`src/rtl/hand_pkg.sv`:
```
// hand_pkg: shared widths, screen geometry and FSM state type for the hand tracker.
//   Screen geometry drives the coordinate and count widths. pix_x carries one spare bit.
package hand_pkg;
    localparam int unsigned SCREEN_W  = 1024;
    localparam int unsigned SCREEN_H  = 768;
    localparam int unsigned COORD_X_W = $clog2(SCREEN_W) + 1;       // 11
    localparam int unsigned COORD_Y_W = $clog2(SCREEN_H);           // 10
    localparam int unsigned CNT_W     = $clog2(SCREEN_W * SCREEN_H); // 20
    // Holds 786432 * 1023 without overflow.
    localparam int unsigned SUM_W     = 30;

    typedef enum logic [2:0] {
        StIdle,
        StDivX1,
        StDivY1,
        StDivX2,
        StDivY2,
        StCommit
    } state_e;
endpackage

```
`src/rtl/hand_tracker_seq_divider.sv`:
```
// seq_divider: unsigned restoring divider, SUM_W-bit dividend by CNT_W-bit divisor.
//   clk, reset : clock, synchronous active-high reset
//   start      : load operands (ignored while busy)
//   dividend   : numerator
//   divisor    : denominator
//   busy       : iterating
//   done       : one-cycle pulse, quotient valid
//   quotient   : low QUOT_W bits of floor(dividend/divisor), 0 when divisor is 0
// Fixed latency: 1 load cycle, 31 iteration cycles, 1 done cycle.
module seq_divider
    import hand_pkg::*;
#(
    parameter int unsigned QUOT_W = SUM_W
) (
    input  logic              clk,
    input  logic              reset,
    input  logic              start,
    input  logic [SUM_W-1:0]  dividend,
    input  logic [CNT_W-1:0]  divisor,
    output logic              busy,
    output logic              done,
    output logic [QUOT_W-1:0] quotient
);
    localparam int unsigned ITERS = SUM_W + 1;

    // Dividend bits shift out of the top while quotient bits shift in at the bottom.
    logic [SUM_W:0]   dvd_q, dvd_d;
    logic [CNT_W-1:0] rem_q, rem_d;
    logic [CNT_W-1:0] dsr_q, dsr_d;
    logic [4:0]       iter_q, iter_d;
    logic             busy_q, busy_d;
    logic             done_q, done_d;
    logic [CNT_W:0]   rem_shift;
    logic [CNT_W-1:0] rem_sub;

    always_comb begin
        dvd_d     = dvd_q;
        rem_d     = rem_q;
        dsr_d     = dsr_q;
        iter_d    = iter_q;
        busy_d    = busy_q;
        done_d    = 1'b0;
        rem_shift = {rem_q, dvd_q[SUM_W]};
        // Only used when rem_shift >= divisor, so the low bits are exact.
        rem_sub   = rem_shift[CNT_W-1:0] - dsr_q;
        if (busy_q) begin
            if (rem_shift >= {1'b0, dsr_q}) begin
                rem_d = rem_sub;
                dvd_d = {dvd_q[SUM_W-1:0], 1'b1};
            end else begin
                rem_d = rem_shift[CNT_W-1:0];
                dvd_d = {dvd_q[SUM_W-1:0], 1'b0};
            end
            if (iter_q == 5'(ITERS - 1)) begin
                busy_d = 1'b0;
                done_d = 1'b1;
            end else begin
                iter_d = iter_q + 5'd1;
            end
        end else if (start) begin
            dvd_d  = {1'b0, dividend};
            rem_d  = '0;
            dsr_d  = divisor;
            iter_d = '0;
            busy_d = 1'b1;
        end
    end

    always_ff @(posedge clk) begin
        if (reset) begin
            dvd_q  <= '0;
            rem_q  <= '0;
            dsr_q  <= '0;
            iter_q <= '0;
            busy_q <= 1'b0;
            done_q <= 1'b0;
        end else begin
            dvd_q  <= dvd_d;
            rem_q  <= rem_d;
            dsr_q  <= dsr_d;
            iter_q <= iter_d;
            busy_q <= busy_d;
            done_q <= done_d;
        end
    end

    assign busy     = busy_q;
    assign done     = done_q;
    assign quotient = (dsr_q == '0) ? '0 : dvd_q[QUOT_W-1:0];
endmodule

```
`src/rtl/hand_tracker.sv`:
```
// hand_tracker: turns the classified pixel stream into per-frame hand centroids,
// tracking flags and debounced grab flags for two hands.
//   clk, reset               : pixel clock, synchronous active-high reset
//   pix_valid, pix_x, pix_y  : pixel qualifier and coordinates
//   pix_hand1/2, pix_grab1/2 : glove / grab marker class hits
//   frame_end                : pulse after the last pixel (a coincident pixel still counts)
//   hand1x/y, hand2x/y       : committed centroids
//   grab1/2, track1/2        : committed flags
//   update                   : one-cycle pulse when outputs are committed
//   frame_drop               : one-cycle pulse when a frame arrives while still computing
module hand_tracker
    import hand_pkg::*;
#(
    parameter int unsigned MIN_PIXELS  = 64,
    parameter int unsigned GRAB_THRESH = 32,
    parameter int unsigned GRAB_FRAMES = 2,
    parameter int unsigned RESET_X1    = 256,
    parameter int unsigned RESET_X2    = 768,
    parameter int unsigned RESET_Y     = 384
) (
    input  logic                 clk,
    input  logic                 reset,
    input  logic                 pix_valid,
    input  logic [COORD_X_W-1:0] pix_x,
    input  logic [COORD_Y_W-1:0] pix_y,
    input  logic                 pix_hand1,
    input  logic                 pix_hand2,
    input  logic                 pix_grab1,
    input  logic                 pix_grab2,
    input  logic                 frame_end,
    output logic [COORD_X_W-1:0] hand1x,
    output logic [COORD_X_W-1:0] hand2x,
    output logic [COORD_Y_W-1:0] hand1y,
    output logic [COORD_Y_W-1:0] hand2y,
    output logic                 grab1,
    output logic                 grab2,
    output logic                 track1,
    output logic                 track2,
    output logic                 update,
    output logic                 frame_drop
);
    localparam int unsigned DEB_W = $clog2(GRAB_FRAMES + 1);

    state_e state_q, state_d;
    logic [1:0] hit_hand, hit_grab;

    // Live accumulators, frame snapshot and their pixel-updated totals.
    logic [CNT_W-1:0] cnt_q [2], cnt_d [2], acc_cnt [2], snap_cnt_q [2], snap_cnt_d [2];
    logic [CNT_W-1:0] gcnt_q [2], gcnt_d [2], acc_gcnt [2], snap_gcnt_q [2], snap_gcnt_d [2];
    logic [SUM_W-1:0] sumx_q [2], sumx_d [2], acc_sx [2], snap_sx_q [2], snap_sx_d [2];
    logic [SUM_W-1:0] sumy_q [2], sumy_d [2], acc_sy [2], snap_sy_q [2], snap_sy_d [2];

    logic [COORD_X_W-1:0] qx_q [2], qx_d [2], hx_q [2], hx_d [2];
    logic [COORD_Y_W-1:0] qy_q [2], qy_d [2], hy_q [2], hy_d [2];
    logic [DEB_W-1:0]     deb_q [2], deb_d [2];
    logic [1:0]           grab_q, grab_d, track_q, track_d;
    logic                 update_q, update_d, drop_q, drop_d;
    logic                 tracked, cand;

    logic                 div_start, div_busy, div_done;
    logic [SUM_W-1:0]     div_dividend;
    logic [CNT_W-1:0]     div_divisor;
    logic [COORD_X_W-1:0] div_quot;

    assign hit_hand = {pix_hand2, pix_hand1};
    assign hit_grab = {pix_grab2, pix_grab1};

    always_comb begin
        for (int i = 0; i < 2; i++) begin
            acc_cnt[i]  = cnt_q[i];
            acc_gcnt[i] = gcnt_q[i];
            acc_sx[i]   = sumx_q[i];
            acc_sy[i]   = sumy_q[i];
            if (pix_valid && hit_hand[i]) begin
                acc_cnt[i] = cnt_q[i] + CNT_W'(1);
                acc_sx[i]  = sumx_q[i] + SUM_W'(pix_x);
                acc_sy[i]  = sumy_q[i] + SUM_W'(pix_y);
            end
            if (pix_valid && hit_grab[i]) begin
                acc_gcnt[i] = gcnt_q[i] + CNT_W'(1);
            end
            cnt_d[i]       = frame_end ? '0 : acc_cnt[i];
            gcnt_d[i]      = frame_end ? '0 : acc_gcnt[i];
            sumx_d[i]      = frame_end ? '0 : acc_sx[i];
            sumy_d[i]      = frame_end ? '0 : acc_sy[i];
            snap_cnt_d[i]  = snap_cnt_q[i];
            snap_gcnt_d[i] = snap_gcnt_q[i];
            snap_sx_d[i]   = snap_sx_q[i];
            snap_sy_d[i]   = snap_sy_q[i];
            // A busy pipeline keeps the old snapshot; the new frame is dropped.
            if (frame_end && (state_q == StIdle)) begin
                snap_cnt_d[i]  = acc_cnt[i];
                snap_gcnt_d[i] = acc_gcnt[i];
                snap_sx_d[i]   = acc_sx[i];
                snap_sy_d[i]   = acc_sy[i];
            end
        end
    end

    always_comb begin
        state_d      = state_q;
        update_d     = 1'b0;
        drop_d       = frame_end && (state_q != StIdle);
        div_start    = 1'b0;
        div_dividend = '0;
        div_divisor  = '0;
        grab_d       = grab_q;
        track_d      = track_q;
        tracked      = 1'b0;
        cand         = 1'b0;
        for (int i = 0; i < 2; i++) begin
            qx_d[i]  = qx_q[i];
            qy_d[i]  = qy_q[i];
            hx_d[i]  = hx_q[i];
            hy_d[i]  = hy_q[i];
            deb_d[i] = deb_q[i];
        end
        unique case (state_q)
            StIdle: begin
                if (frame_end) state_d = StDivX1;
            end
            StDivX1, StDivY1, StDivX2, StDivY2: begin
                div_start = !div_busy && !div_done;
                unique case (state_q)
                    StDivX1: begin
                        div_dividend = snap_sx_q[0];
                        div_divisor  = snap_cnt_q[0];
                    end
                    StDivY1: begin
                        div_dividend = snap_sy_q[0];
                        div_divisor  = snap_cnt_q[0];
                    end
                    StDivX2: begin
                        div_dividend = snap_sx_q[1];
                        div_divisor  = snap_cnt_q[1];
                    end
                    default: begin
                        div_dividend = snap_sy_q[1];
                        div_divisor  = snap_cnt_q[1];
                    end
                endcase
                if (div_done) begin
                    unique case (state_q)
                        StDivX1: begin qx_d[0] = div_quot; state_d = StDivY1; end
                        StDivY1: begin qy_d[0] = div_quot[COORD_Y_W-1:0]; state_d = StDivX2; end
                        StDivX2: begin qx_d[1] = div_quot; state_d = StDivY2; end
                        default: begin qy_d[1] = div_quot[COORD_Y_W-1:0]; state_d = StCommit; end
                    endcase
                end
            end
            StCommit: begin
                update_d = 1'b1;
                state_d  = StIdle;
                for (int i = 0; i < 2; i++) begin
                    tracked    = snap_cnt_q[i] >= CNT_W'(MIN_PIXELS);
                    cand       = tracked && (snap_gcnt_q[i] >= CNT_W'(GRAB_THRESH));
                    track_d[i] = tracked;
                    if (!tracked) begin
                        // Lost hand releases immediately.
                        grab_d[i] = 1'b0;
                        deb_d[i]  = '0;
                    end else begin
                        hx_d[i] = qx_q[i];
                        hy_d[i] = qy_q[i];
                        if (cand == grab_q[i]) begin
                            deb_d[i] = '0;
                        end else if (32'(deb_q[i]) + 32'd1 >= GRAB_FRAMES) begin
                            grab_d[i] = ~grab_q[i];
                            deb_d[i]  = '0;
                        end else begin
                            deb_d[i] = deb_q[i] + DEB_W'(1);
                        end
                    end
                end
            end
            default: state_d = StIdle;
        endcase
    end

    seq_divider #(
        .QUOT_W(COORD_X_W)
    ) u_div (
        .clk     (clk),
        .reset   (reset),
        .start   (div_start),
        .dividend(div_dividend),
        .divisor (div_divisor),
        .busy    (div_busy),
        .done    (div_done),
        .quotient(div_quot)
    );

    always_ff @(posedge clk) begin
        if (reset) begin
            state_q  <= StIdle;
            update_q <= 1'b0;
            drop_q   <= 1'b0;
            grab_q   <= '0;
            track_q  <= '0;
            for (int i = 0; i < 2; i++) begin
                cnt_q[i]       <= '0;
                gcnt_q[i]      <= '0;
                sumx_q[i]      <= '0;
                sumy_q[i]      <= '0;
                snap_cnt_q[i]  <= '0;
                snap_gcnt_q[i] <= '0;
                snap_sx_q[i]   <= '0;
                snap_sy_q[i]   <= '0;
                qx_q[i]        <= '0;
                qy_q[i]        <= '0;
                deb_q[i]       <= '0;
                hy_q[i]        <= COORD_Y_W'(RESET_Y);
            end
            hx_q[0] <= COORD_X_W'(RESET_X1);
            hx_q[1] <= COORD_X_W'(RESET_X2);
        end else begin
            state_q  <= state_d;
            update_q <= update_d;
            drop_q   <= drop_d;
            grab_q   <= grab_d;
            track_q  <= track_d;
            for (int i = 0; i < 2; i++) begin
                cnt_q[i]       <= cnt_d[i];
                gcnt_q[i]      <= gcnt_d[i];
                sumx_q[i]      <= sumx_d[i];
                sumy_q[i]      <= sumy_d[i];
                snap_cnt_q[i]  <= snap_cnt_d[i];
                snap_gcnt_q[i] <= snap_gcnt_d[i];
                snap_sx_q[i]   <= snap_sx_d[i];
                snap_sy_q[i]   <= snap_sy_d[i];
                qx_q[i]        <= qx_d[i];
                qy_q[i]        <= qy_d[i];
                deb_q[i]       <= deb_d[i];
                hx_q[i]        <= hx_d[i];
                hy_q[i]        <= hy_d[i];
            end
        end
    end

    assign hand1x     = hx_q[0];
    assign hand2x     = hx_q[1];
    assign hand1y     = hy_q[0];
    assign hand2y     = hy_q[1];
    assign grab1      = grab_q[0];
    assign grab2      = grab_q[1];
    assign track1     = track_q[0];
    assign track2     = track_q[1];
    assign update     = update_q;
    assign frame_drop = drop_q;
endmodule

```
`config.mk`:
```
export PLATFORM = sky130hd
export DESIGN_NAME = hand_tracker
export DESIGN_NICKNAME = d
export VERILOG_FILES = /design/src/rtl/hand_pkg.sv /design/src/rtl/hand_tracker_seq_divider.sv /design/src/rtl/hand_tracker.sv
export SDC_FILE = /design/constraint.sdc
export NUM_CORES = 1
export LEC_CHECK = 0
export CAP_MARGIN = 40
export CORE_UTILIZATION = 25
export CTS_BUF_LIST = sky130_fd_sc_hd__clkbuf_4
export DETAILED_ROUTE_END_ITERATION = 16
export PLACE_DENSITY = 0.45
export SYNTH_ARGS = -nofsm -noshare
export SYNTH_HDL_FRONTEND = slang
export SYNTH_SLANG_ARGS = --single-unit
```
`constraint.sdc`:
```
create_clock -name clk -period 8.66 [get_ports clk]
set_input_delay 1.299 -clock clk [delete_from_list [all_inputs] [get_ports clk]]
set_output_delay 1.299 -clock clk [all_outputs]
set_load 0.05 [all_outputs]
```
==> out/results.tsv, run 1 <==
metric	value	unit
yosysTopAreaCell	dfxtp_1	
coreArea	0.0990	mm²
netlist_area	0.0251	mm²
tns	0	ns
fin_nets	3159	
power_leakage	0.0105	µW
clk_pin_slew	0.06	ns
worstSetupPathType	reg -> reg	
hp-class	reg -> reg	
worstPathMaxFanout	40	
hold_viol	0	
dp.cells	4176	
postSynthAreaPerCell	8.48	µm²
yosys-top-cells-area	dfxtp_1 45%, nor2_1 9.9%, a211oi_1 6.2%, xor2_1 4.3%, nand2_1 3.8%	
area_growth	16.6	%
cts_tree	done	
final_common_cell	nor2_1	
outcome	finished clean	
fin_crit	3.56	ns
grt_pass1_vias	20300	
num_rows	115	
yosys.area.top_type_share	45.0	%
final_cells	4454	
finalSetupViolCount	0	
ys_ff_latch	565	
synth_edf_count	0	
crit_required	9.55	ns
cts_max_level	4	
relSlewSlack	38.9	%
ctsHoldBuffers	0	
netlist_instances	2963	
worst_slew_pin_slew	0.916	ns
async_reset_ff_share	0	%
grt_max_degree	199	
ant_nets	0	
drv_cap	0	
total_power	6400	µW
num_vias	20500	
root_buffer	clkbuf_4	
cts_setup_buffers	0	
grt.total_usage	13.6	%
critPathCaptureType	register	
drt_iter0_markers	1125	
die_h	319	µm
die_width	319	µm
irDropWorstVdd	115	µV
grt-ovfl-total	0	
clk_latency	1.04	ns
viasPerCell	4.60	
cp_data_arrival_time	4.45	ns
ys_seq_area_share	45.0	%
synth_nets	3067	
p_per_area	218	mW/mm²
clockBufferDepth	3	
fill_cells	10700	
final_cell_mix	656 x nor2_1, 565 x dfxtp_1, 257 x nand2_1	
die_area	0.102	mm²
drt_pass1_iterations	8	
clock_skew	0.0906	ns
synth.distinct_cells	77	
globalplace.congestion	0.804	
routed_wl	68900	µm
place_hpwl	45600	µm
ys_warn_count	0	
rsz0062_at_grt	no	
route.detailed.drc	0	
start_util	25.4	%
antenna_found_initial	2	
clock_sinks	565	
fmax	281	MHz
drive_above_1_share	10.4	%
io_pins	77	
cp-start-kind	register	
ys.flop_type	dfxtp_1	
drv_slew	0	
portBuffers	76	
routedWlPerCell	15.5	µm
cts-resized-gates	0	
cts_buffers	164	
grt_pass1_wl	111000	µm
period_share	41.1	%
## final cells by class
type | instances | area, µm² | area share (%)
clock buffer | 238 | 1790 | 6.10
antenna | 5 | 12.5 | 0.0427
clock inverter | 35 | 256 | 0.875
sequential | 565 | 11300 | 38.6
tap | 1287 | 1610 | 5.50
inverter | 76 | 285 | 0.974
timing repair buffer | 112 | 1190 | 4.05
multi-input combinational | 2136 | 12800 | 43.9
## cells in the mapped netlist (all sizes together), types with 3 or more instances
| cell type | number |
|---|---|
| or2 | 4 |
| nor2 | 660 |
| nor3 | 29 |
| a21oi | 141 |
| ha | 70 |
| nor3b | 8 |
| a221oi | 29 |
| dfxtp | 565 |
| o21ai | 76 |
| and2 | 23 |
| fa | 5 |
| a41oi | 4 |
| o31ai | 7 |
| o21bai | 12 |
| nand3 | 59 |
| nand3b | 11 |
| nand2 | 258 |
| xnor2 | 81 |
| o311ai | 4 |
| a211oi | 210 |
| buf | 22 |
| and4 | 12 |
| and3 | 30 |
| o21a | 13 |
| a222oi | 29 |
| a21o | 22 |
| inv | 76 |
| a22o | 3 |
| a32oi | 4 |
| xor2 | 124 |
| nor2b | 9 |
| or3 | 3 |
| nor4 | 26 |
| a311oi | 4 |
| clkbuf | 164 |
| mux2i | 73 |
| nand2b | 16 |
| o22ai | 3 |
| nand4 | 46 |
## where the power goes
| part | total [µW] | internal (µW) | switching (µW) |
|---|---|---|---|
| Sequential | 2790 | 2710 | 83.5 |
| Combinational | 1090 | 435 | 658 |
| Clock | 2510 | 1340 | 1170 |
## cells by family after synthesis
group	count (synthesis)	share of synthesized area, %
AND/OR/NAND/NOR	1202	20.9
adder cells (fa/ha/maj)	75	3.88
XOR/XNOR	205	7.15
buffers and inverters	262	4.05
AO/OA/AOI/OAI	581	16.1
multiplexers	73	2.91
flip-flops	565	45.0
## metal layers
layer  GRT usage, %  routed length [µm]  up-vias  part of all wire, %
met5              0                   0        -                    0
met4           5.66                1950        0                  2.8
met3           2.84                2840      147                  4.1
met2           21.1               30000      361                   44
met1           18.2               34100     9415                   49
li1               -                   -    10600                    -
## worst max-delay path: stages, from the launching register on
cell and delay [ns]:
dfxtp_1 0.48, buf_4 0.47, nor2_1 0.25, or2_1 0.28
a21oi_1 0.39, nor2b_4 0.79, buf_4 0.49, nor2_1 0.08
a211oi_1 0.23
## metrics by stage
| step | setup slack [ns] | hold slack, ns | area, µm² | util (%) |
|---|---|---|---|---|
| 3_3_place_gp | 3.94 | 0.441 | 27000 | 27.3 |
| 5_1_grt | 4.83 | 0.465 | 29300 | 29.6 |
| 2_1_floorplan | 5.03 | 0.431 | 25100 | - |
| 6_report | 5.10 | 0.425 | 29300 | 29.6 |
| 3_5_place_dp | 4.23 | 0.446 | 27200 | 27.5 |
| 4_1_cts | 5.00 | 0.430 | 29300 | 29.6 |
## registers in the layout, summed over array words and instances (netlist names), 2 cells and up
name and count:
u_div.iter_q 5, qy_q 20, u_div.dsr_q 20, sumx_q 60
hx_q 22, snap_cnt_q 40, state_q 3, snap_sx_q 60
cnt_q 40, u_div.rem_q 20, deb_q 4, snap_gcnt_q 30
snap_sy_q 60, sumy_q 60, qx_q 22, u_div.dvd_q 31
gcnt_q 40, grab_q 2, hy_q 20, track_q 2
## final timing paths
| path | from | to | slack (ns) | cells after the start |
|---|---|---|---|---|
| hold reg to reg | qy_q[0][14] | hy_q[0][14] | 0.42 | 2 |
| hold / removal | qy_q[0][14] | hy_q[0][14] | 0.42 | 2 |
| setup / recovery | state_q[0] | u_div.dsr_q[10] | 5.10 | 8 |
| setup reg to reg | state_q[0] | u_div.dsr_q[10] | 5.10 | 8 |
No activity file was read; power rests on OpenSTA's default activity.
==> run 2, diff against run 1 <==
==> constraint.sdc (replaced) <==
create_clock -name clk -period 3.45 [get_ports clk]
set_input_delay 0.5175 -clock clk [delete_from_list [all_inputs] [get_ports clk]]
set_output_delay 0.5175 -clock clk [all_outputs]
set_load 0.05 [all_outputs]
==> out/results.tsv, run 2 (synthesis results as in run 1) <==
metric	value	unit
rr_worst_depth	11	
finalSetupViolCount	0	
cp_data_arrival_time	3.72	ns
coreArea	0.0990	mm²
worstSetupPathType	reg -> reg	
globalplace.congestion	0.795	
final_cell_mix	657 x nor2_1, 565 x dfxtp_1, 257 x nand2_1	
final_cells	4482	
grt_pass1_wl	111000	µm
internal_power	11400	µW
portBuffers	76	
final_common_cell	nor2_1	
area_growth	17.5	%
outcome	finished clean	
period_share	81.2	%
die_width	319	µm
place_hpwl	47200	µm
cts-resized-gates	0	
clock_sinks	565	
clockPowerShare	39.1	%
tns	0	ns
place_worst_setup_slack	0.00248	ns
dp.cells	4214	
die_h	319	µm
hold_viol	0	
num_vias	20500	
io_pins	77	
p_sw	4750	µW
p_per_area	546	mW/mm²
clockBufferDepth	3	
grt_max_degree	160	
critPathCaptureType	register	
clk_pin_slew	0.06	ns
routedWlPerCell	15.3	µm
busiest_layer	met2	
cts_max_level	4	
grt.total_usage	13.7	%
route.detailed.drc	0	
cp-start-kind	register	
antenna_found_initial	2	
worstPathMaxFanout	11	
total_power	16100	µW
cts_buffers	166	
clock_skew	0.0972	ns
drive_above_1_share	11.3	%
hp-class	in -> reg	
drt_iter0_markers	1096	
ctsHoldBuffers	1	
viasPerCell	4.57	
relSlewSlack	39.6	%
met1_usage	19.0	%
drv_slew	0	
drv_cap	0	
swShare	29.5	%
worst_slew_pin_slew	0.906	ns
sequentialPowerShare	43.5	%
clk_latency	1.02	ns
fin_nets	3200	
cts_setup_buffers	0	
drt_pass1_iterations	6	
irDropWorstVdd	282	µV
worst_slack	0.649	ns
hold_depth	4	
grt-ovfl-total	0	
rsz0062_at_grt	no	
power_leakage	0.0107	µW
grt_pass1_vias	20300	
root_buffer	clkbuf_4	
die_area	0.102	mm²
fmax	357	MHz
fin_crit	2.80	ns
cts_tree	done	
routed_wl	68700	µm
ant_nets	0	
grt_util_met2	20.6	%
combinationalPowerShare	17.4	%
crit_required	4.37	ns
start_util	25.4	%
grtUsageMet3	2.96	%
num_rows	115	
## run 2: changes by cell type in the layout (fill, tap and decap cells not counted), moves of 4 or more
cell,previous run,this run
buf_12,2,8
buf_4,24,63
buf_8,7,3
clkbuf_4,238,233
clkinv_1,20,16
clkinv_4,8,2
## run 2: path summary, 6_finish.rpt
path                  startpoint         endpoint  slack [ns]
setup reg to reg  u_div.dsr_q[8]  u_div.rem_q[19]        0.65
hold reg to reg       qy_q[0][0]       hy_q[0][0]        0.44
hold / removal         pix_grab1     gcnt_q[0][2]        0.28
setup / recovery  u_div.dsr_q[8]  u_div.rem_q[19]        0.65
## run 2: routing by layer
layer / up-vias / part of all wire, %
met4: 0 / 2.3
met3: 124 / 3.9
met5: - / 0
li1: 10700 / -
met2: 326 / 43
met1: 9347 / 51
## run 2: area by class of cell
type / instances / area, µm²
Multi-Input combinational cell: 2136 / 12800
Clock inverter: 30 / 265
Fill cell: 10700 / 69500
Timing Repair Buffer: 151 / 1470
Inverter: 76 / 285
Antenna cell: 4 / 10.0
Sequential cell: 565 / 11300
Tap cell: 1287 / 1610
Clock buffer: 233 / 1750
## run 2: power groups by stage
stage | Clock (µW) | Combinational [µW] | Sequential [µW]
floorplan | 0 | 2200 | 7070
global placement | 0 | 2830 | 7150
detailed placement | 0 | 2820 | 7150
CTS | 6620 | 2830 | 7010
global route | 6980 | 3140 | 7040
finish | 6310 | 2800 | 7010
## run 2: worst max-delay path, cell delays in order, from the launching register on
cell and delay (ns):
dfxtp_1 0.36, inv_1 0.07, ha_1 0.40, nand2_2 0.11, nand2_1 0.10, o311ai_0 0.42
or2_1 0.21, a41oi_2 0.16, a41o_1 0.28, buf_4 0.20, and4b_1 0.22, o31ai_2 0.16
## run 2: per-stage QoR
step	area, µm²	util (%)	hold slack (ns)
finish	29500	29.8	0.277
detailed placement	27500	27.8	0.446
CTS	29500	29.8	0.121
global placement	27400	27.7	0.439
floorplan	25100	-	0.431
global route	29500	29.8	0.194
